===== src/rtl/binary_search_bcd_if.sv =====
// Bundles the search request, result and RAM read port of binary_search_bcd.
// The host/bench side uses master; the search controller uses slave.
interface binary_search_bcd_if #(
    parameter int DATA_W = 8,
    parameter int ADDR_W = 5
);
    logic              start;
    logic [DATA_W-1:0] target;
    logic [ADDR_W-1:0] mem_addr;
    logic [DATA_W-1:0] mem_data;
    logic              done;
    logic              found;
    logic [ADDR_W-1:0] loc;
    logic [3:0]        loc_tens;
    logic [3:0]        loc_ones;

    modport master (
        output start, target, mem_data,
        input  mem_addr, done, found, loc, loc_tens, loc_ones
    );

    modport slave (
        input  start, target, mem_data,
        output mem_addr, done, found, loc, loc_tens, loc_ones
    );
endinterface


===== src/rtl/binary_search_bcd.sv =====
// Binary search over an ascending-sorted synchronous RAM; reports hit/miss,
// the matching address, and that address split into BCD tens/ones digits.
module binary_search_bcd #(
    parameter int DATA_W = 8,
    parameter int ADDR_W = 5
) (
    input  logic                clk,
    input  logic                reset,
    binary_search_bcd_if.slave  bus,
    output logic [1:0]          dbg_state_o
);
    // Handshake: start is a level request sampled in IDLE; done stays high in
    // DONE for as long as start is held, and the block returns to IDLE one
    // cycle after start is seen low there.
    typedef enum logic [1:0] {IDLE = 2'd0, WAIT = 2'd1, CMP = 2'd2, DONE = 2'd3} state_t;

    localparam logic [ADDR_W:0] HI_INIT = (ADDR_W+1)'((1 << ADDR_W) - 1);

    state_t            state_q, state_d;
    logic [ADDR_W:0]   lo_q, lo_d, hi_q, hi_d;
    logic [DATA_W-1:0] target_q, target_d;
    logic              found_q, found_d;
    logic [ADDR_W-1:0] loc_q, loc_d;
    logic [3:0]        tens_q, tens_d, ones_q, ones_d;

    logic [ADDR_W+1:0] sum;
    logic [ADDR_W-1:0] mid;
    logic [ADDR_W:0]   mid_ext;
    logic [31:0]       mid_w;

    assign sum     = {1'b0, lo_q} + {1'b0, hi_q};
    assign mid     = ADDR_W'(sum >> 1);
    assign mid_ext = {1'b0, mid};
    assign mid_w   = 32'(mid);

    always_comb begin
        state_d  = state_q;
        lo_d     = lo_q;
        hi_d     = hi_q;
        target_d = target_q;
        found_d  = found_q;
        loc_d    = loc_q;
        tens_d   = tens_q;
        ones_d   = ones_q;
        case (state_q)
            IDLE: begin
                found_d = 1'b0;
                if (bus.start) begin
                    target_d = bus.target;
                    lo_d     = '0;
                    hi_d     = HI_INIT;
                    state_d  = WAIT;
                end
            end
            WAIT: state_d = CMP;
            CMP: begin
                if (bus.mem_data == target_q) begin
                    loc_d   = mid;
                    tens_d  = 4'(mid_w / 32'd10);
                    ones_d  = 4'(mid_w % 32'd10);
                    found_d = 1'b1;
                    state_d = DONE;
                end else begin
                    if (bus.mem_data < target_q) lo_d = mid_ext + 1'b1;
                    else                         hi_d = mid_ext - 1'b1;
                    // lo is 0..depth (unsigned), hi is -1..depth-1 (signed).
                    if ($signed({1'b0, lo_d}) > $signed({hi_d[ADDR_W], hi_d})) begin
                        found_d = 1'b0;
                        loc_d   = '0;
                        tens_d  = '0;
                        ones_d  = '0;
                        state_d = DONE;
                    end else begin
                        state_d = WAIT;
                    end
                end
            end
            DONE: begin
                if (!bus.start) begin
                    found_d = 1'b0;
                    state_d = IDLE;
                end
            end
            default: state_d = IDLE;
        endcase
    end

    always_ff @(posedge clk) begin
        if (reset) begin
            state_q  <= IDLE;
            lo_q     <= '0;
            hi_q     <= HI_INIT;
            target_q <= '0;
            found_q  <= 1'b0;
            loc_q    <= '0;
            tens_q   <= '0;
            ones_q   <= '0;
        end else begin
            state_q  <= state_d;
            lo_q     <= lo_d;
            hi_q     <= hi_d;
            target_q <= target_d;
            found_q  <= found_d;
            loc_q    <= loc_d;
            tens_q   <= tens_d;
            ones_q   <= ones_d;
        end
    end

    assign bus.mem_addr = mid;
    assign bus.done     = (state_q == DONE);
    assign bus.found    = found_q;
    assign bus.loc      = loc_q;
    assign bus.loc_tens = tens_q;
    assign bus.loc_ones = ones_q;
    assign dbg_state_o  = state_q;
endmodule


===== src/flat_wrapper.sv =====
// flat-port wrapper written by rule: the top's interface ports become plain ports
module binary_search_bcd_flat 
#(
    parameter int DATA_W = 8,
    parameter int ADDR_W = 5
)
  (clk, reset, dbg_state_o, bus_start, bus_target, bus_mem_data, bus_mem_addr, bus_done, bus_found, bus_loc, bus_loc_tens, bus_loc_ones);
  binary_search_bcd_if #(.DATA_W(DATA_W), .ADDR_W(ADDR_W)) bus_i ();
  input  logic clk;
  input  logic reset;
  output logic [1:0] dbg_state_o;
  input wire logic [$bits(bus_i.start)-1:0] bus_start;
  input wire logic [$bits(bus_i.target)-1:0] bus_target;
  input wire logic [$bits(bus_i.mem_data)-1:0] bus_mem_data;
  output wire logic [$bits(bus_i.mem_addr)-1:0] bus_mem_addr;
  output wire logic [$bits(bus_i.done)-1:0] bus_done;
  output wire logic [$bits(bus_i.found)-1:0] bus_found;
  output wire logic [$bits(bus_i.loc)-1:0] bus_loc;
  output wire logic [$bits(bus_i.loc_tens)-1:0] bus_loc_tens;
  output wire logic [$bits(bus_i.loc_ones)-1:0] bus_loc_ones;
  assign bus_i.start = bus_start;
  assign bus_i.target = bus_target;
  assign bus_i.mem_data = bus_mem_data;
  assign bus_mem_addr = bus_i.mem_addr;
  assign bus_done = bus_i.done;
  assign bus_found = bus_i.found;
  assign bus_loc = bus_i.loc;
  assign bus_loc_tens = bus_i.loc_tens;
  assign bus_loc_ones = bus_i.loc_ones;
  binary_search_bcd #(.DATA_W(DATA_W), .ADDR_W(ADDR_W)) u_core (.clk(clk), .reset(reset), .bus(bus_i), .dbg_state_o(dbg_state_o));
endmodule

===== config.mk =====
export PLATFORM = sky130hd
export DESIGN_NAME = binary_search_bcd_flat
export DESIGN_NICKNAME = d
export VERILOG_FILES = /design/src/rtl/binary_search_bcd_if.sv /design/src/rtl/binary_search_bcd.sv /design/src/flat_wrapper.sv
export SDC_FILE = /design/constraint.sdc
export NUM_CORES = 1
export LEC_CHECK = 0
export ABC_CLOCK_PERIOD_IN_PS = 10800
export CAP_MARGIN = 20
export CORE_MARGIN = 2
export CORE_UTILIZATION = 57
export CTS_BUF_LIST = sky130_fd_sc_hd__clkbuf_4
export DETAILED_ROUTE_END_ITERATION = 7
export PLACE_DENSITY = 0.83
export SETUP_SLACK_MARGIN = 0.1
export SYNTH_ARGS = -nofsm -noshare
export SYNTH_HDL_FRONTEND = slang
export SYNTH_SLANG_ARGS = --single-unit

===== constraint.sdc =====
create_clock -name clk -period 10.8 [get_ports clk]
set_input_delay 1.08 -clock clk [delete_from_list [all_inputs] [get_ports clk]]
set_output_delay 1.08 -clock clk [all_outputs]
set_load 0.1 [all_outputs]

# After elaboration in Yosys (flattened, before gate mapping)
# Index checks and enable logic that the tools add are counted.
[totals]
register_bits = 36
input_bits = 19
out_inout_bits = 22
word_cells = 58
[op_classes]
n_addsub = 3
n_div = 2
magnitude_cmp = 2
n_eq_ne = 8
muxes = 26
reduce_logical = 9
[ops]
columns = ["op", "n"]
rows = [
  ["$mux W6", 10],
  ["$div A5 B4 Y32 const B", 1],
  ["$mod A5 B4 Y32 const B", 1],
  ["$pmux W6 S2", 2],
  ["$mux W4", 3],
  ["$mux W5", 2],
  ["$eq A8 B8 Y1", 1],
  ["$lt A8 B8 Y1", 1],
  ["$mux W2", 4],
  ["$pmux W2 S4", 1],
  ["$gt A7 B6 Y1", 1],
  ["$add A5 B1 Y6 const B", 1],
  ["$add A6 B6 Y6", 1],
  ["$ne A2 B2 Y1 const B", 3],
  ["$reduce_and A2 Y1", 3],
  ["$reduce_and A3 Y1", 2],
  ["$sub A5 B1 Y6 const B", 1],
  ["$eq A2 B2 Y1 const B", 2],
  ["$reduce_bool A2 Y1", 2],
  ["$mux W1", 3],
  ["$ne A3 B1 Y1 const B", 1],
  ["$pmux W1 S3", 1],
  ["$reduce_bool A3 Y1", 1],
  ["$eq A2 B1 Y1 const B", 1],
  ["$logic_not A2 Y1", 1],
]

# Longest topological paths before layout
[logic_depth]
depth_word = 9
depth_mapped = 18
mapped_depth_nobuf = 17

# Least setup slack after synthesis
# No wires, ideal clock.
[synth_timing]
path_kind = "register to register"
startpoint = "register u_core.hi_q[1]"
endpoint = "register u_core.loc_q[1], in the netlist u_core.bus.loc[1]"
setup_ns = 0.092
arrival_ns = 5.555
t_required_ns = 10.708
path_slack_ns = 5.153
stages_incl_launch_ff = 16
n_path_buf = 0
synth_period_minus_slack_ns = 5.647
cell_sequence = "dfxtp_1 > inv_1 > fa_1 > xnor2_1 > inv_1 > ha_1 > xnor2_1 > mux2i_1 > ha_1 > o21ai_0 > a21oi_1 > o41ai_1 > mux2_2 > nand3_1 > a31oi_4 > o32ai_1"
[synth_via]
elab_chain_cells = 8
elab_cells_between_ends = 13
classes_between = "3 x add/sub; 1 x order compare; 7 x mux; 2 x reduce/logical"
[synth_lines]
columns = ["element", "line", "rtl"]
rows = [
  ["start: declaration", "binary_search_bcd.sv:20", "logic [ADDR_W:0] lo_q, lo_d, hi_q, hi_d;"],
  ["start signal: assignment", "binary_search_bcd.sv:101", "hi_q <= hi_d;"],
  ["$add A6 B6 Y6 *", "binary_search_bcd.sv:31", "assign sum = {1'b0, lo_q} + {1'b0, hi_q};"],
  ["named net bus_mem_addr[1]", "flat_wrapper.sv:15", "output wire logic [$bits(bus_i.mem_addr)-1:0] bus_mem_addr;"],
  ["$add A5 B1 Y6 / $sub A5 B1 Y6 (equally long branches)", "binary_search_bcd.sv:64, binary_search_bcd.sv:65", ""],
  ["$mux W6", "binary_search_bcd.sv:64", "if (bus.mem_data < target_q) lo_d = mid_ext + 1'b1;"],
  ["$mux W6", "binary_search_bcd.sv:57", "if (bus.mem_data == target_q) begin"],
  ["$mux W6", "binary_search_bcd.sv:45", "case (state_q)"],
  ["$gt A7 B6 Y1", "binary_search_bcd.sv:67", "if ($signed({1'b0, lo_d}) > $signed({hi_d[ADDR_W], hi_d})) begin"],
  ["$reduce_bool A2 Y1 (no line)", "--", ""],
  ["$reduce_and A2 Y1 (no line)", "--", ""],
  ["end signal: assignment", "binary_search_bcd.sv:104", "loc_q <= loc_d;"],
  ["end: declaration", "binary_search_bcd.sv:23", "logic [ADDR_W-1:0] loc_q, loc_d;"],
]
# The timed path passes the listed nets; every way through them passes the cells marked *. The select of a mux whose other input is x is not followed.
# A chain may end at the register's enable or synchronous reset.

# Worst setup path after layout
[layout_timing]
startpoint = "input bus_mem_data[6]"
endpoint = "register u_core.ones_q[3], in the netlist u_core.bus.loc_ones[3]"
[layout_via]
elab_chain_cells = 7
elab_cells_between_ends = 12
classes_between = "2 x order compare; 1 x eq/ne; 7 x mux; 2 x reduce/logical"
[layout_lines]
columns = ["element", "line", "rtl"]
rows = [
  ["start: declaration", "flat_wrapper.sv:14", "input wire logic [$bits(bus_i.mem_data)-1:0] bus_mem_data;"],
  ["$lt A8 B8 Y1", "binary_search_bcd.sv:64", ""],
  ["$mux W6", "binary_search_bcd.sv:64", ""],
  ["$mux W6", "binary_search_bcd.sv:57", ""],
  ["$mux W6", "binary_search_bcd.sv:45", ""],
  ["$gt A7 B6 Y1", "binary_search_bcd.sv:67", ""],
  ["$reduce_bool A2 Y1 (no line)", "--", ""],
  ["$reduce_and A2 Y1 (no line)", "--", ""],
  ["end signal: assignment", "binary_search_bcd.sv:106", "ones_q <= ones_d;"],
  ["end: declaration", "binary_search_bcd.sv:24", "logic [3:0] tens_q, tens_d, ones_q, ones_d;"],
]
# Parallel ways exist; a longest one is shown, timed or not. The select of a mux whose other input is x is not followed.

==> impl_metrics.json <==
{
  "synth_top_area_share_pct": 26.9,
  "fin_skew_ns": 0.00409,
  "setup_slack_ns": 5.95,
  "crit_buf_inv": 1,
  "area_growth_pct": 17.9,
  "status": "finished clean",
  "synthCells": 321,
  "start_util_pct": 60.2,
  "max_stage_delay_ns": 0.63,
  "p_leak_uw": 0.00113,
  "min_path_type": "reg2reg",
  "netlist_top_cells_count": "34 x a21oi_1, 34 x nand2_1, 33 x dfxtp_1, 24 x nor2_1",
  "grt_overflow": 0,
  "clockPowerShare_pct": 23.9,
  "ctsResizeCount": 0,
  "synth-seq-cells": 33,
  "cp_slowest_cell": "o41ai_1",
  "grt_max_degree": 38,
  "core_um2": 4090,
  "cts_root_buf": "clkbuf_4",
  "clock_path_buffers": 2,
  "num_antenna_cells": 0,
  "path_class": "in2reg",
  "power_density_nw_per_um2": 99.4,
  "tightest_slew_ns": 0.976,
  "ys_seq_area_share_pct": 26.9,
  "insertion_delay_ns": 0.34,
  "synth_area_um2": 2460,
  "fin_util_pct": 70.9,
  "crit_top_cell": "nor2_1",
  "layout-drive-gt1-share_pct": 6.52,
  "chipHeight_um": 69.7,
  "synth_cell_types": 50,
  "final_max_slew_viol_count": 0,
  "async_flop_share_pct": 0,
  "maxCapViolations": 0,
  "grt_pass1_wl_mm": 10.1,
  "drt_wl_total_mm": 5.72,
  "p_sw_share_pct": 35.7,
  "viasPerCell": 5.89,
  "track_usage_pct": 25.5,
  "seq_power_share_pct": 44.3,
  "fin_cells": 403,
  "cts_sinks": 33,
  "rows": 23,
  "drtIter0Drc": 83,
  "end_kind": "flip-flop",
  "synthTopCellsByArea": "dfxtp_1 27%, ha_1 12%, a21oi_1 6.9%",
  "critPathLaunchType": "input port",
  "cp.arrival_ns": 5.10,
  "drc_errors": 0,
  "fin_nets": 395,
  "die_w_um": 69.7,
  "tritoncts": "done",
  "portBuffers": 38,
  "switchingPower_uw": 103,
  "ys.flop_type": "dfxtp_1",
  "dieArea_um2": 4860,
  "fmax_ghz": 0.206,
  "crit_family": "compound AO/OA/AOI/OAI gates",
  "post-place-cells": 395,
  "yosysTopAreaCell": "dfxtp_1",
  "hold_viol": 0,
  "ant_nets": 0,
  "dpl_worst_slack_ns": 5.59,
  "routedWlPerCell_um": 14.2,
  "cp.required_ns": 11.05,
  "dr.pass1.iters": 4,
  "ioPinCount": 41,
  "setup_viol": 0,
  "gp_congestion": 0.930,
  "period_needed_ns": 4.85,
  "detailed_place_hpwl_mm": 4.34,
  "hold_buffers": 0,
  "clkTransAtPathRegs_ns": 0.10,
  "rsz0062_at_grt": "no",
  "power_frac_comb_pct": 31.8,
  "antenna_found_initial": 0,
  "h-tree-depth": 2,
  "p_int_uw": 185,
  "postCtsSetupBuffers": 0,
  "max-slew-margin-rel_pct": 34.7,
  "setup_tns_ns": 0,
  "syn_avg_cell_area_um2": 7.66,
  "num_vias": 2373,
  "cts_made_buffers": 5,
  "ys_warn_count": 0,
  "period_share_pct": 44.9,
  "cp_cell_sequence": "clkdlybuf4s50_1 -> ha_1 -> a21oi_1 -> a21boi_0 -> nor2_1 -> nand2_1 -> nor2_1 -> nor2_1 -> ha_1 -> o21ai_0 -> a21oi_1 -> o41ai_1 -> mux2_2 -> nand3_1 -> a31oi_4 -> o32ai_1",
  "r2r_slack_ns": 6.14,
  "grt_pass1_vias": 2222,
  "critPathMaxFanout": 13,
  "synth_edf_count": 0,
  "ir_drop_mv": 0.0697
}
[layout make-up]
cell class	instances	area, um2
Inverter	23	86.3
Clock buffer	6	45.0
Multi-Input combinational cell	249	1640
Tap cell	50	62.6
Fill cell	364	1190
Clock inverter	2	10.0
Timing Repair Buffer	40	395
Sequential cell	33	661
[state kept, by name (all words and copies together), names as in the netlist]
register             count
u_core.lo_q              6
u_core.target_q          8
u_core.bus.loc           4
u_core.bus.found         1
u_core.bus.loc_ones      4
u_core.hi_q              6
u_core.dbg_state_o       2
u_core.bus.loc_tens      2
[kinds of logic (layout without fill, tap and decap cells)]
| kind of cell | after synthesis | in the layout | share of synthesized area (%) |
|---|---|---|---|
| xor gates and xnor gates | 10 | 10 | 3.87 |
| muxes | 9 | 9 | 3.81 |
| AOI/OAI and AO/OA | 87 | 87 | 23.4 |
| adders and majority gates | 24 | 24 | 12.5 |
| and+or+nand+nor | 117 | 117 | 22.7 |
| DFF | 33 | 33 | 26.9 |
| buffers and inverters | 40 | 71 | 6.66 |
| other | 1 | 2 | 0.152 |
[cells in the final DEF (no fill, tap or decap), types with 2 or more instances in the layout]
| cell | synthesis | layout |
|---|---|---|
| nor4_1 | 2 | 2 |
| nand2b_1 | 9 | 9 |
| nor2_1 | 24 | 24 |
| nand3_1 | 13 | 13 |
| nand4_1 | 6 | 6 |
| a21oi_1 | 34 | 34 |
| o21a_1 | 3 | 3 |
| conb_1 | 1 | 2 |
| buf_4 | 3 | 2 |
| a221oi_1 | 2 | 2 |
| xnor2_1 | 8 | 8 |
| a21boi_0 | 2 | 2 |
| nor3_1 | 11 | 11 |
| nor2b_1 | 4 | 4 |
| clkdlybuf4s50_1 | 0 | 38 |
| nand2_1 | 34 | 34 |
| o21ai_0 | 13 | 13 |
| a211o_1 | 2 | 2 |
| mux2_2 | 3 | 3 |
| o21ai_1 | 5 | 5 |
| inv_1 | 23 | 23 |
| o32ai_1 | 7 | 7 |
| ha_1 | 23 | 23 |
| or2_2 | 7 | 7 |
| dfxtp_1 | 33 | 33 |
| mux2i_1 | 6 | 6 |
| o31ai_1 | 2 | 2 |
| clkinv_2 | 0 | 2 |
| o211ai_1 | 2 | 2 |
| a21o_1 | 3 | 3 |
| clkbuf_4 | 0 | 6 |
| and2_1 | 4 | 4 |
[worst paths after layout]
check,from,endpoint,depth (start not counted)
worst max register to register,u_core.hi_q[1],u_core.bus.loc_ones[3],14
worst max-delay path,bus_mem_data[6],u_core.bus.loc_ones[3],16
worst min-delay path,u_core.target_q[4],u_core.target_q[4],2
worst min register to register,u_core.target_q[4],u_core.target_q[4],2
[per-layer routing]
| metal | global-route usage (%) | share of wire, % | vias to the layer above |
|---|---|---|---|
| li1 | - | - | 1195 |
| met5 | 0 | 0 | - |
| met2 | 41.9 | 48 | 83 |
| met4 | 8.76 | 1.7 | 0 |
| met1 | 33.7 | 44 | 1084 |
| met3 | 4.51 | 6.7 | 11 |
[through the flow]
stage / area, um2 / hold slack (ns) / total power, uW
after floorplan: 2460 / 0.436 / 200
after global placement: 2840 / 0.442 / 220
after detailed placement: 2840 / 0.447 / 222
after CTS: 2900 / 0.461 / 290
after global routing: 2900 / 0.480 / 307
final: 2900 / 0.461 / 288
[power by group through the flow]
stage | combinational, uW | clock (uW) | sequential [uW]
detailed placement | 91.4 | 0 | 130
global placement | 89.8 | 0 | 130
CTS | 91.7 | 70.7 | 128
global route | 101 | 77.9 | 128
finish | 91.8 | 68.8 | 128
floorplan | 65.9 | 0 | 134
[worst min-delay path, cell delays in order (launching register included)]
cell and delay, ns:
dfxtp_1 0.32, nand2_1 0.05, a21oi_1 0.05
Note: power is estimated with default switching activity, not from simulation.
